==> src/rtl/song_scroll_sched.sv <==
// Note-scroll scheduler for the LED matrix. It arms the selected song and generates the
// scroll step tick, pixel offset and note index, then sequences end-of-song and abort.
module song_scroll_sched #(
    parameter int TICK_DIV       = 100000,
    parameter int STEPS_PER_NOTE = 7,
    parameter int SONG_CNT       = 3
) (
    input  logic       clk,
    input  logic       rst,
    input  logic       sel_btn,
    input  logic       start_btn,
    input  logic       pause_btn,
    input  logic [9:0] song_len,
    output logic [1:0] song,
    output logic [1:0] sel_disp,
    output logic       step_tick,
    output logic [3:0] offset,
    output logic [9:0] note_idx,
    output logic       playing,
    output logic       paused,
    output logic       done
);

    localparam int DIV_W = (TICK_DIV > 1) ? $clog2(TICK_DIV) : 1;

    localparam logic [DIV_W-1:0] DIV_LAST = DIV_W'(TICK_DIV - 1);
    localparam logic [3:0]       OFS_LAST = 4'(STEPS_PER_NOTE - 1);
    localparam logic [1:0]       SEL_LAST = 2'(SONG_CNT);

    localparam logic [2:0] ST_IDLE  = 3'd0;
    localparam logic [2:0] ST_ARM   = 3'd1;
    localparam logic [2:0] ST_RUN   = 3'd2;
    localparam logic [2:0] ST_PAUSE = 3'd3;
    localparam logic [2:0] ST_DONE  = 3'd4;

    logic [2:0]       state_q,  state_d;
    logic [1:0]       sel_q,    sel_d;
    logic [DIV_W-1:0] div_q,    div_d;
    logic [3:0]       offset_q, offset_d;
    logic [9:0]       note_q,   note_d;
    logic [9:0]       len_q,    len_d;

    logic tick;
    logic last_step;

    // The last step of the last note ends the song; counters keep their final values.
    always_comb begin
        tick      = (state_q == ST_RUN) && (div_q == DIV_LAST);
        last_step = tick && (offset_q == OFS_LAST) && (note_q == len_q - 10'd1);
    end

    always_comb begin
        state_d  = state_q;
        sel_d    = sel_q;
        div_d    = div_q;
        offset_d = offset_q;
        note_d   = note_q;
        len_d    = len_q;

        case (state_q)
            ST_IDLE: begin
                if (sel_btn) begin
                    sel_d = (sel_q == SEL_LAST) ? 2'd1 : sel_q + 2'd1;
                end
                if (start_btn) begin
                    state_d = ST_ARM;
                end
            end

            ST_ARM: begin
                len_d    = song_len;
                div_d    = '0;
                offset_d = '0;
                note_d   = '0;
                state_d  = (song_len == 10'd0) ? ST_DONE : ST_RUN;
            end

            ST_RUN: begin
                if (start_btn) begin
                    state_d  = ST_IDLE;
                    div_d    = '0;
                    offset_d = '0;
                    note_d   = '0;
                end else if (last_step) begin
                    state_d = ST_DONE;
                end else begin
                    // A step landing on the pause press is applied before freezing.
                    div_d = tick ? '0 : div_q + 1'b1;
                    if (tick) begin
                        if (offset_q == OFS_LAST) begin
                            offset_d = '0;
                            note_d   = note_q + 10'd1;
                        end else begin
                            offset_d = offset_q + 4'd1;
                        end
                    end
                    if (pause_btn) begin
                        state_d = ST_PAUSE;
                    end
                end
            end

            ST_PAUSE: begin
                if (start_btn) begin
                    state_d  = ST_IDLE;
                    div_d    = '0;
                    offset_d = '0;
                    note_d   = '0;
                end else if (pause_btn) begin
                    state_d = ST_RUN;
                end
            end

            ST_DONE: begin
                state_d  = ST_IDLE;
                div_d    = '0;
                offset_d = '0;
                note_d   = '0;
            end

            default: begin
                state_d  = ST_IDLE;
                div_d    = '0;
                offset_d = '0;
                note_d   = '0;
            end
        endcase
    end

    always_ff @(posedge clk) begin
        if (!rst) begin
            state_q  <= ST_IDLE;
            sel_q    <= 2'd1;
            div_q    <= '0;
            offset_q <= '0;
            note_q   <= '0;
            len_q    <= '0;
        end else begin
            state_q  <= state_d;
            sel_q    <= sel_d;
            div_q    <= div_d;
            offset_q <= offset_d;
            note_q   <= note_d;
            len_q    <= len_d;
        end
    end

    always_comb begin
        song      = ((state_q == ST_ARM) || (state_q == ST_RUN) || (state_q == ST_PAUSE)) ? sel_q : 2'd0;
        sel_disp  = sel_q;
        step_tick = tick;
        offset    = offset_q;
        note_idx  = note_q;
        playing   = (state_q == ST_RUN);
        paused    = (state_q == ST_PAUSE);
        done      = (state_q == ST_DONE);
    end

endmodule

==> config.mk <==
export PLATFORM = sky130hd
export DESIGN_NAME = song_scroll_sched
export DESIGN_NICKNAME = d
export VERILOG_FILES = /design/src/rtl/song_scroll_sched.sv
export SDC_FILE = /design/constraint.sdc
export NUM_CORES = 1
export LEC_CHECK = 0
export BUFFER_PORTS_ARGS = -buffer_cell sky130_fd_sc_hd__buf_2
export CAP_MARGIN = 20
export CORE_MARGIN = 4
export CORE_UTILIZATION = 50
export DETAILED_ROUTE_END_ITERATION = 8
export HOLD_SLACK_MARGIN = 0.08
export PLACE_DENSITY_LB_ADDON = 0.08
export SLEW_MARGIN = 20
export SYNTH_ARGS = -nofsm -noshare
export SYNTH_HDL_FRONTEND = slang
export SYNTH_SLANG_ARGS = --single-unit
==> constraint.sdc <==
create_clock -name clk -period 3.6 [get_ports clk]
set_input_delay 0.54 -clock clk [delete_from_list [all_inputs] [get_ports clk]]
set_output_delay 0.54 -clock clk [all_outputs]
set_load 0.05 [all_outputs]
==> impl_metrics.ini <==
[global_routing]
grt_pass1_wl_um = 11300
grt_pass1_vias = 2396
grt_start_max_net_pins = 41
grtUsageMet1_pct = 29.4
use_met2_pct = 34.8
grt_use_total_pct = 21.1
use_met3_pct = 3.73
overflow = 0
top_usage_layer = met2
antenna_found_initial = 0

[clocking]
htreeDepth = 2
cts.reportedPaths.clkPinSlew_ps = 90
clock-sinks = 46
cts_root_buffer = clkbuf_8
cts-buffers-inserted = 5
cts_tree = done
post_cts_resized = 0
clkLatencyLatePin_ps = 300
cts_setup_buffers = 0
cts_max_path_buffers = 2
cts_hold_buf = 0

[timing]
fin_crit_sh_pct = 80.8
finalCriticalPeriod_ps = 2910
finalMaxSlewViolations = 0
worst_slack_ps = 689
hold_viol = 0
rsz0062_at_grt = no
tns_ps = 0
maxSlewHeadroom_pct = 41.9
finalSetupViolations = 0
whs_ps = 479
worstMarginPinSlew_ps = 865
skew_ps = 6.45
fmaxAchievable_mhz = 344

[place]
pre_cts_slack_ps = 678
place_inst = 421
gp_congestion = 0.803
dp_hpwl_um = 4720
portBuffers = 36

[route]
avgViaCountPerCell = 5.65
drt-total-wl_um = 6290
post_drt_wl_per_cell_um = 14.6
drc = 0
drtIter0Drc = 191
postRouteAntennaNets = 0
drt_pass1_iterations = 4
vias = 2430

[worst_setup_path]
cp_top_family = simple AND/OR/NAND/NOR gates
cp-end-kind = register
critPathMaxStageDelay_ps = 660
crit_buf_inv = 1
start_kind = register
crit_path_max_fanout = 11
cp.required_ps = 3840
crit_slowest_cell = nor4b_1
cp_data_arrival_time_ps = 3150
crit_chain = inv_1 > ha_1 > nor4b_1 > xnor2_1 > nor4_1 > o2111a_1 > o21ai_2 > nor2_2
worstSetupPathType = reg -> reg

[synth]
synth_edf_count = 0
netlist_area_sq_mm = 0.00272
synth_top_flop_cell = dfxtp_1
syn_nets = 350
synth-seq-area-share_pct = 33.9
synth_area_leaders = dfxtp_1 (34%), xnor2_1 (4.2%), mux2i_1 (3.7%)
synthCells = 329
synth_warnings = 0
synthMostInstantiatedCell = dfxtp_1
yosysTopAreaCell = dfxtp_1
yosys.area.top_type_share_pct = 33.9
synthArstFlopShare_pct = 0
synthDistinctLibCells = 51
synthTopCellsByCount = dfxtp_1 (46), nor2_1 (26), nand2_1 (23), nand3_1 (19), nor3_1 (14)
ys_ff_latch = 46
avgSynthCellArea_sq_um = 8.26

[power]
leakagePower_uw = 0.00115
intPower_uw = 739
ir_worst_vdd_mv = 0.251
power.density_mw_per_mm2 = 345
pwr-share-seq_pct = 51.2
clkPwrFrac_pct = 32.2
swShare_pct = 29.1
pwr-share-comb_pct = 16.6
power_switching_uw = 303

[final_layout]
num-nets-final = 380
fill_cells = 482
fin_cells = 430
seq_area_sq_um = 921
final_util_pct = 58.4
multi_input_area_sq_mm = 0.00170
antenna_cells = 0
layout-drive-gt1-share_pct = 18.6
area_growth_pct = 11.3

[die]
num_rows = 26
die_h_um = 81.7
initial_utilization_pct = 52.5
die_w_um = 81.7
io_pins = 37
design.die.area_sq_mm = 0.00668
fp.coreArea_sq_mm = 0.00517

[outcome]
status = completed

[job]
drv_cap = 0

[worst_hold_path]
hold_path_class = reg -> reg
per-stage QoR:
step / instance area [sq um] / total power [uW]
floorplan: 2720 / 677
global placement: 2920 / 713
detailed placement: 2920 / 716
CTS: 3020 / 1050
global route: 3020 / 1090
finish: 3020 / 1040
sequential cells by signal (all words and copies together), names as in the netlist:
register,cells
offset,4
note_idx,10
state_q,3
div_q,17
len_q,10
sel_disp,2
path summary, 6_finish.rpt:
| kind | startpoint | to | slack (ps) | cells after the start |
|---|---|---|---|---|
| min | div_q[1] | div_q[1] | 480 | 2 |
| min reg2reg | div_q[1] | div_q[1] | 480 | 2 |
| max reg2reg | len_q[0] | div_q[14] | 690 | 8 |
| max | len_q[0] | div_q[14] | 690 | 8 |
layout make-up:
type,count,share of cell area [%]
multi-input combinational,260,56.2
sequential,46,30.5
timing repair buffer,37,6.21
tap,70,2.90
clock buffer,7,2.86
inverter,9,1.12
clock inverter,1,0.290
worst reg2reg max path, cell delays in order, from the launching register on:
cell and delay [ps]:
dfxtp_1 340, inv_1 80, ha_1 230, nor4b_1 660, xnor2_1 130, nor4_1 410, o2111a_1 510, o21ai_2 310
nor2_2 190
placed cells by master, fill, tap and decap left out, types with 12 or more instances in the layout:
cell	count
a21oi_1	12
buf_2	36
dfxtp_1	46
nand2_1	23
nand3_1	19
nor2_1	26
nor2b_1	12
nor3_1	13
xnor2_1	13
power groups by stage:
stage / registers [uW] / logic (uW) / clock network (uW)
floorplan: 549 / 128 / 0
global placement: 545 / 168 / 0
detailed placement: 545 / 171 / 0
CTS: 533 / 172 / 344
global route: 536 / 191 / 366
finish: 533 / 173 / 336
kinds of logic after synthesis:
kind of cell    Yosys count  share of synthesized area (%)
compound gates           61                           16.1
xor+xnor                 23                           7.42
fa+ha+maj                 6                           2.76
buf+inv                  23                           3.78
flops                    46                           33.9
mux                      10                           3.69
simple gates            160                           32.3
per-layer routing:
metal	wire length (um)	part of all wire, %
met1	3140	50
met2	2920	46
met3	194	3.1
met4	29	0.46
met5	0	0
(Power assumes the default switching activity.)
